--- src/rtl/vga_pkg.sv ---
// vga_pkg: VGA playfield geometry shared across the video pipeline
package vga_pkg;
  localparam int H_PIX = 1024;
  localparam int V_PIX = 768;
endpackage

--- src/rtl/pong_pkg.sv ---
// pong_pkg: pong game types and default ball/paddle geometry
package pong_pkg;
  typedef enum logic [1:0] {IDLE, PLAY, MISS} ball_state_t;
  localparam int DEF_H_PIX = vga_pkg::H_PIX;
  localparam int DEF_V_PIX = vga_pkg::V_PIX;
  localparam int DEF_BALL_SIZE = 15;
  localparam int DEF_PAD_H = 145;
  localparam int DEF_X_PAD_L = 30;
  localparam int DEF_X_PAD_R = 979;
endpackage

--- src/rtl/ball_axis_step.sv ---
// ball_axis_step: clamped single-axis step, snaps to lo/hi and flags a bounce
//   pos, step, lo, hi : 12-bit current coordinate, step size and clamp limits
//   fwd               : 1 = moving toward hi, 0 = moving toward lo
//   nxt, bounce       : stepped coordinate and "limit reached" flag
module ball_axis_step (
  input  logic [11:0] pos,
  input  logic [11:0] step,
  input  logic [11:0] lo,
  input  logic [11:0] hi,
  input  logic        fwd,
  output logic [10:0] nxt,
  output logic        bounce
);
  assign bounce = fwd ? (pos + step >= hi) : (pos <= lo + step);
  assign nxt = 11'(bounce ? (fwd ? hi : lo) : (fwd ? pos + step : pos - step));
endmodule

--- src/rtl/ball_physics.sv ---
// ball_physics: pong ball motion, wall/paddle bounces, speed-up and serve/score FSM
//   clk, rst_n          : clock, synchronous active-low reset
//   timing_tick, serve  : frame strobe (all motion), serve request (IDLE only)
//   y_pad_left/right    : paddle top y
//   x_ball, y_ball      : registered ball top-left
//   hit, miss_left/right: one-clk event pulses; speed: px per tick
import pong_pkg::*;
module ball_physics #(
  parameter int H_PIX       = DEF_H_PIX,
  parameter int V_PIX       = DEF_V_PIX,
  parameter int BALL_SIZE   = DEF_BALL_SIZE,
  parameter int PAD_H       = DEF_PAD_H,
  parameter int X_PAD_L     = DEF_X_PAD_L,
  parameter int X_PAD_R     = DEF_X_PAD_R,
  parameter int V_INIT      = 2,
  parameter int V_MAX       = 6,
  parameter int AUTO_SERVE  = 1,
  parameter int SERVE_DELAY = 120
) (
  input  logic        clk,
  input  logic        rst_n,
  input  logic        timing_tick,
  input  logic        serve,
  input  logic [9:0]  y_pad_left,
  input  logic [9:0]  y_pad_right,
  output logic [10:0] x_ball,
  output logic [10:0] y_ball,
  output logic        hit,
  output logic        miss_left,
  output logic        miss_right,
  output logic [2:0]  speed
);
  localparam int CW = $clog2(SERVE_DELAY + 1);
  localparam logic [10:0] X_MID = 11'((H_PIX - BALL_SIZE) / 2);
  localparam logic [10:0] Y_MID = 11'((V_PIX - BALL_SIZE) / 2);
  localparam logic [11:0] BS = 12'(BALL_SIZE);
  localparam logic [11:0] PH = 12'(PAD_H);
  localparam logic [11:0] HALF = 12'(BALL_SIZE / 2);
  localparam logic [11:0] THIRD = 12'(PAD_H / 3);
  localparam logic [11:0] TWO_THIRD = 12'(2 * PAD_H / 3);
  localparam logic [11:0] Y_MAX = 12'(V_PIX - BALL_SIZE);
  localparam logic [11:0] X_MAX = 12'(H_PIX - BALL_SIZE);
  localparam logic [11:0] XL = 12'(X_PAD_L);
  localparam logic [11:0] XR = 12'(X_PAD_R - BALL_SIZE);
  localparam logic [2:0] VIN = 3'(V_INIT);
  localparam logic [2:0] VMX = 3'(V_MAX);
  ball_state_t state, state_next;
  logic dir_x, dir_y, dy_wall, dy_next, ovl_l, ovl_r, ovl, wall, edge_x, pad_hit, out_miss, auto_go;
  logic [CW-1:0] serve_cnt;
  logic [11:0] s, pl, pr, pad, c, y_w, x_w;
  logic [10:0] nx, ny;
  assign s = {9'd0, speed};
  assign pl = {2'b0, y_pad_left};
  assign pr = {2'b0, y_pad_right};
  assign y_w = {1'b0, y_ball};
  assign x_w = {1'b0, x_ball};
  assign c = y_w + HALF;
  assign ovl_l = (y_w + BS > pl) && (y_w < pl + PH);
  assign ovl_r = (y_w + BS > pr) && (y_w < pr + PH);
  assign pad = dir_x ? pr : pl;
  assign ovl = dir_x ? ovl_r : ovl_l;
  // An overlapping paddle moves the x clamp from the playfield edge to the paddle face
  ball_axis_step u_y (.pos(y_w), .step(s), .lo(12'd0), .hi(Y_MAX), .fwd(dir_y), .nxt(ny), .bounce(wall));
  ball_axis_step u_x (.pos(x_w), .step(s), .lo(ovl ? XL : 12'd0), .hi(ovl ? XR : X_MAX),
                      .fwd(dir_x), .nxt(nx), .bounce(edge_x));
  assign pad_hit = edge_x & ovl;
  assign out_miss = edge_x & ~ovl;
  assign dy_wall = wall ? ~dir_y : dir_y;
  // Paddle zone override: top third sends the ball up, bottom third down
  assign dy_next = pad_hit ? (c < pad + THIRD ? 1'b0 : c >= pad + TWO_THIRD ? 1'b1 : dy_wall) : dy_wall;
  assign auto_go = (AUTO_SERVE != 0) && timing_tick && (serve_cnt == CW'(SERVE_DELAY - 1));
  always_comb begin
    state_next = state;
    state_next = state == IDLE ? ((serve || auto_go) ? PLAY : IDLE) :
                 state == PLAY ? ((timing_tick && out_miss) ? MISS : PLAY) :
                 (timing_tick ? IDLE : state);
  end
  always_ff @(posedge clk) begin
    if (!rst_n) begin
      state <= IDLE;
      x_ball <= X_MID;
      y_ball <= Y_MID;
      dir_x <= 1'b0;
      dir_y <= 1'b0;
      speed <= VIN;
      hit <= 1'b0;
      miss_left <= 1'b0;
      miss_right <= 1'b0;
      serve_cnt <= '0;
    end else begin
      state <= state_next;
      hit <= 1'b0;
      miss_left <= 1'b0;
      miss_right <= 1'b0;
      serve_cnt <= (state != IDLE || state_next != IDLE) ? '0 : serve_cnt + CW'(timing_tick);
      if (state == PLAY && timing_tick) begin
        x_ball <= nx;
        y_ball <= ny;
        dir_y <= dy_next;
        hit <= pad_hit;
        miss_left <= out_miss & ~dir_x;
        miss_right <= out_miss & dir_x;
        // dir_x is left pointing at the losing side on a miss, so the next serve goes there
        if (pad_hit) begin
          dir_x <= ~dir_x;
          speed <= speed == VMX ? speed : speed + 3'd1;
        end
      end
      if (state == MISS && timing_tick) begin
        x_ball <= X_MID;
        y_ball <= Y_MID;
        speed <= VIN;
      end
    end
  end
endmodule

--- config.mk ---
export PLATFORM = sky130hd
export DESIGN_NAME = ball_physics
export DESIGN_NICKNAME = d
export VERILOG_FILES = /design/src/rtl/vga_pkg.sv /design/src/rtl/pong_pkg.sv /design/src/rtl/ball_axis_step.sv /design/src/rtl/ball_physics.sv
export SDC_FILE = /design/constraint.sdc
export NUM_CORES = 1
export LEC_CHECK = 0
export BUFFER_PORTS_ARGS = -buffer_cell sky130_fd_sc_hd__clkbuf_2
export CAP_MARGIN = 5
export CORE_MARGIN = 2
export CORE_UTILIZATION = 28
export DETAILED_ROUTE_END_ITERATION = 8
export SKIP_CTS_REPAIR_TIMING = 1
export SYNTH_ARGS = -nofsm -noshare
export SYNTH_HDL_FRONTEND = slang
export SYNTH_SLANG_ARGS = --single-unit
--- constraint.sdc ---
create_clock -name clk -period 5.7 [get_ports clk]
set_input_delay 0.57 -clock clk [delete_from_list [all_inputs] [get_ports clk]]
set_output_delay 0.57 -clock clk [all_outputs]
set_load 0.02 [all_outputs]
==> Yosys cells after proc, flatten, opt, wreduce, memory -nomap -nowiden <==
Cells that the tools add are included.
Widths: inputs -> output; s select.
{ "op_classes": {"mux": 21, "bitwise_logic": 9, "order_cmp": 10, "reduce_logical": 16, "addsub": 13, "n_eq_ne": 4} }
{ "op_table": {"columns": ["operator", "n"], "rows": [
  ["$mux 11", 4],
  ["$mux 10", 3],
  ["$add 11x3->12", 2],
  ["$gt 12x10->1", 2],
  ["$add 10x8->11 const B", 2],
  ["$lt 11x11->1", 2],
  ["$sub 11x3->11", 2],
  ["$add 11x3->12 const B", 1],
  ["$add 11x4->12 const B", 1],
  ["$ge 12x10->1", 1],
  ["$ge 12x10->1 const B", 1],
  ["$ge 12x11->1", 1],
  ["$le 11x12->1", 1],
  ["$lt 12x11->1", 1],
  ["$add 10x6->11 const B", 1],
  ["$add 10x7->11 const B", 1],
  ["$le 11x3->1", 1],
  ["$mux 1", 8],
  ["$mux 2", 4],
  ["$add 7x1->7", 1],
  ["$eq 7x7->1 const B", 1],
  ["$add 5x3->6", 1],
  ["$logic_and 1x1->1", 6],
  ["$mux 6", 1],
  ["other kinds (13)", 24]
]} }
{ "word_totals": {"ff_bits": 39, "input_bits": 24, "out_inout_bits": 28} }

==> Logic depth before layout (Yosys ltp) <==
{ "depth": {"depth_word": 16, "mapped_depth": 26, "ltp_nobuf": 25} }

==> Modules after synthesis <==
Synthesis repeated with hierarchy kept, for this count alone.
{ "hier_totals": {"hier_cells": 1080, "area_unflattened_um2": 8434.3} }
{ "by_module_without_submodules": {"columns": ["mod", "cells_each", "n_inst", "area_each_um2"], "rows": [
  ["ball_physics", 476, 1, 3744.8],
  ["ball_axis_step (u_x)", 306, 1, 2388.5],
  ["ball_axis_step (u_y)", 298, 1, 2301.0]
]} }

==> Worst setup path after synthesis <==
Ideal clock, no wire load.
{ "synth_path": {"path_kind": "register -> register", "start": "register y_ball[3]", "end": "register x_ball[5]", "path_slack_ns": -0.140, "arrival_time_ns": 5.712, "period_less_slack_ns": 5.840, "path_stages_with_launch": 24, "path_cell_list": "dfxtp_1 > clkbuf_1 > buf_1 > nor4_1 > or2_2 > ha_1 > and3_1 > a221o_1 > a221oi_1 > o21ai_0 > a32o_1 > ha_1 > fa_1 > ha_1 > inv_1 > ha_1 > o21ai_0 > a21oi_1 > o41ai_1 > a311o_2 > buf_6 > mux2_4 > o22ai_1 > nand2_1"} }
{ "synth_via": {"elab_chain_cells": 9, "word_cells_on_any_way": 16} }
{ "synth_lines": {"columns": ["element", "line_no", "source"], "rows": [
  ["start, declared", "ball_physics.sv:27", "output logic [10:0] y_ball,"],
  ["start signal, assigned", "ball_physics.sv:98", "y_ball <= ny;"],
  ["$add 11x4->12", "ball_physics.sv:58, ball_physics.sv:59", null],
  ["$gt 12x10->1, on equally long branches", "ball_physics.sv:58, ball_physics.sv:59", null],
  ["$logic_and 1x1->1, on equally long branches", "ball_physics.sv:58, ball_physics.sv:59", null],
  ["$mux 1 (*)", "ball_physics.sv:61", "assign ovl = dir_x ? ovl_r : ovl_l;"],
  ["$mux 5", "ball_physics.sv:64", "ball_axis_step u_x (.pos(x_w), .step(s), .lo(ovl ? XL : 12'd0), .hi(ovl ? XR : X_MAX),"],
  ["$add 5x3->6", "ball_axis_step.sv:14", "assign bounce = fwd ? (pos + step >= hi) : (pos <= lo + step);"],
  ["$le 11x12->1", "ball_axis_step.sv:14", null],
  ["$mux 1", "ball_axis_step.sv:14", null],
  ["$mux 11 (*)", "ball_axis_step.sv:15", "assign nxt = 11'(bounce ? (fwd ? hi : lo) : (fwd ? pos + step : pos - step));"],
  ["end signal, assigned", "ball_physics.sv:97", "x_ball <= nx;"],
  ["end, declared", "ball_physics.sv:26", "output logic [10:0] x_ball,"]
]} }
Every way passes the cells marked *; elsewhere a longest branch is shown, timed or not.
A chain may end at the register's enable or synchronous reset.

==> Worst setup path after layout <==
{ "layout_path": {"start": "input port y_pad_left[2]", "end": "register x_ball[3]"} }
{ "layout_via": {"elab_chain_cells": 9, "word_cells_on_any_way": 13} }
{ "layout_lines": {"columns": ["element", "line_no", "source"], "rows": [
  ["start, declared", "ball_physics.sv:24", "input logic [9:0] y_pad_left,"],
  ["$add 10x8->11", "ball_physics.sv:58", "assign ovl_l = (y_w + BS > pl) && (y_w < pl + PH);"],
  ["$lt 11x11->1", "ball_physics.sv:58", null],
  ["$logic_and 1x1->1 (*)", "ball_physics.sv:58", null],
  ["$mux 1 (*)", "ball_physics.sv:61", null],
  ["$mux 5", "ball_physics.sv:64", null],
  ["$add 5x3->6", "ball_axis_step.sv:14", null],
  ["$le 11x12->1", "ball_axis_step.sv:14", null],
  ["$mux 1", "ball_axis_step.sv:14", null],
  ["$mux 11 (*)", "ball_axis_step.sv:15", null]
]} }
Marks and branches as above.

==> impl_metrics.json <==
{
  "skew_ps": 6.25,
  "ys.flop_type": "dfxtp_1",
  "portBuffers": 51,
  "ys_top_cells_by_area": "ha_1 (22%), dfxtp_1 (14%), xnor2_1 (6.0%)",
  "yosysWarnings": 0,
  "diodes": 0,
  "min_path_cells": 2,
  "wl_per_cell_um": 15.4,
  "post-route-min-period_ps": 5380,
  "cp_max_fo": 13,
  "max_cap_viol_count": 0,
  "dieArea_um2": 21000,
  "drtAntennaViolNets": 0,
  "worstSetupPathType": "input pin to flop",
  "place.gp.congestion": 0.850,
  "synth.yosys.seq_area_share_pct": 14.1,
  "tritoncts": "built",
  "synth_cells": 721,
  "p_leak_nw": 2.82,
  "design.core.area_um2": 19500,
  "status": "complete, no violations",
  "hold_path.class": "flop to flop",
  "rows": 51,
  "finalCritPeriodShare_pct": 94.4,
  "slew_headroom_pct": 51.5,
  "clkTransAtPathRegs_ps": 60,
  "synth_fp_nets": 849,
  "grt_start_max_net_pins": 33,
  "setup_tns_ps": 0,
  "final_area_um2": 6390,
  "dr.pass1.iters": 4,
  "grt.overflow.total": 0,
  "drv_slew": 0,
  "fillers": 2098,
  "track_usage_pct": 15.3,
  "multi_input_area_um2": 4460,
  "cts_max_level": 2,
  "required_ps": 5850,
  "synth_area_um2": 5550,
  "grt_pass1_vias": 4943,
  "synth-edff-count": 0,
  "clk_latency_ps": 280,
  "cp-end-kind": "flop",
  "critical_path.most_common_cell": "ha_1",
  "final-seq-area_um2": 785,
  "cpPeakStageDelay_ps": 420,
  "critical-path-top-delay-family": "compound AO/OA/AOI/OAI gates",
  "synth_top_cell_area_share_pct": 22.3,
  "vdd_drop_max_mv": 0.113,
  "drc": 0,
  "ys_seq_elements": 39,
  "reg2reg_depth": 25,
  "hold_slack_ps": 518,
  "cp.buffers_inverters": 6,
  "worst_slew_pin_slew_ps": 727,
  "syn_area_per_cell_um2": 7.70,
  "dp_hpwl_mm": 12.6,
  "nNetsFinal": 906,
  "hold_viol": 0,
  "yosysTopAreaCell": "ha_1",
  "worstSetupStartpointType": "input pin",
  "placed_cell_area_um2": 6210,
  "crit_cells": 26,
  "area_delta_synth_final_pct": 15.1,
  "ios": 52,
  "power.density_cell_area_nw_per_um2": 146,
  "synthTopCellsByCount": "ha_1 (99), nor2_1 (57), inv_1 (54), nand2_1 (53), o21ai_0 (43)",
  "die_h_um": 145,
  "synth-async-reset-ratio_pct": 0,
  "cts_made_buffers": 5,
  "initial_core_util_pct": 28.5,
  "antenna_found_initial": 0,
  "clk_path_buf_depth": 2,
  "drive_gt1_share_pct": 14.4,
  "ys_types": 74,
  "final_util_pct": 32.9,
  "clockRootBuffer": "clkbuf_16",
  "max_freq_mhz": 186,
  "routed-via-count": 5297,
  "drt_iter0_drc": 317,
  "arrival_ps": 5530,
  "rsz0062_at_grt": "false",
  "via_per_inst": 5.07,
  "cpMaxStageDelayCell": "a311o_2",
  "yosysMostFrequentCell": "ha_1",
  "die_x_um": 145,
  "cts_sinks": 39,
  "totalWireLength_mm": 16.1,
  "setup_viol": 0,
  "grt_first_pass_wirelength_mm": 25.6
}
==> layer usage <==
layer / routed length (µm) / track usage (%)
met1: 8070 / 21.8
met2: 7150 / 24.6
met3: 640 / 2.04
met4: 227 / 2.86
met5: 0 / 0
==> power breakdown <==
| group | total [W] | switching (W) | internal, W |
|---|---|---|---|
| registers | 0.000289 | 0.0000101 | 0.000279 |
| logic | 0.000374 | 0.000215 | 0.000159 |
| clock network | 0.000273 | 0.000111 | 0.000162 |
| total | 0.000936 | 0.000336 | 0.000600 |
==> sequential cells by signal (all words and copies together) (netlist names) <==
| register | cells |
|---|---|
| dir_y | 1 |
| miss_right | 1 |
| hit | 1 |
| speed | 3 |
| x_ball | 11 |
| y_ball | 11 |
| state | 2 |
| miss_left | 1 |
| dir_x | 1 |
| serve_cnt | 7 |
==> layout by cell type (no fill, tap or decap), drive strengths merged, types with 3 or more instances in the layout <==
master | synthesis | layout
o21ai | 45 | 45
a21o | 9 | 9
nand3b | 4 | 4
o22ai | 4 | 4
a311oi | 4 | 4
a21oi | 30 | 30
a211o | 4 | 4
inv | 55 | 55
nor2 | 57 | 57
mux2i | 10 | 10
a31oi | 13 | 13
nor3b | 4 | 4
xor2 | 17 | 17
or3 | 8 | 8
o211ai | 6 | 6
and2 | 4 | 4
mux2 | 4 | 4
a211oi | 12 | 12
o31ai | 4 | 4
a32oi | 6 | 6
nor4 | 9 | 9
fa | 5 | 5
and3 | 11 | 11
nor3 | 28 | 28
nand2b | 7 | 7
nor2b | 17 | 17
buf | 16 | 30
nand3 | 20 | 20
o2111ai | 3 | 3
dfxtp | 39 | 39
o21a | 12 | 12
nand2 | 53 | 53
clkbuf | 15 | 58
nand4 | 8 | 8
xnor2 | 38 | 38
o21bai | 4 | 4
ha | 99 | 99
or2 | 4 | 4
==> path summary, 6_finish.rpt <==
| path | start | slack (ps) | endpoint |
|---|---|---|---|
| hold / removal | x_ball[0] | 520 | x_ball[0] |
| setup / recovery | y_pad_left[2] | 320 | x_ball[3] |
| setup reg to reg | y_ball[1] | 320 | x_ball[3] |
| hold reg to reg | x_ball[0] | 520 | x_ball[0] |
==> cell families after synthesis <==
group | Yosys count | share of synthesized area, %
simple gates | 240 | 21.6
compound gates | 183 | 22.6
flops | 39 | 14.1
xor+xnor | 55 | 8.68
buf+inv | 86 | 6.24
fa+ha+maj | 104 | 24.1
mux | 14 | 2.75
==> layout make-up <==
type,instances,share of cell area [%]
Multi-Input combinational cell,596,69.7
Sequential cell,39,12.3
Timing Repair Buffer,81,7.48
Tap cell,265,5.19
Inverter,55,3.23
Clock buffer,7,2.07
Clock inverter,1,0.0783
==> stage by stage <==
stage | total power (W) | std cells | setup slack, ps
floorplan | 0.000557 | 721 | 76.6
global placement | 0.000661 | 1033 | 137
detailed placement | 0.000664 | 1033 | 56.0
CTS | 0.000938 | 1041 | 142
global route | 0.00101 | 1044 | 3.76
finish | 0.000936 | 1044 | 317
==> worst reg2reg max path: stages (launching register included) <==
cell,delay [ps]
dfxtp_2,360
nor3_2,230
nand2_1,150
nand2_1,110
xnor2_1,170
ha_1,310
a211oi_2,260
o21bai_1,100
a21o_1,190
a221oi_1,260
o21ai_0,110
a32o_2,280
buf_4,200
fa_1,400
ha_1,280
inv_1,40
ha_1,280
nand4_1,100
nor2_1,50
o21bai_1,160
o41ai_2,100
a311o_2,420
buf_2,190
mux2_4,310
o22ai_2,130
nand2_1,70
Note: power is estimated with default switching activity, not from simulation.
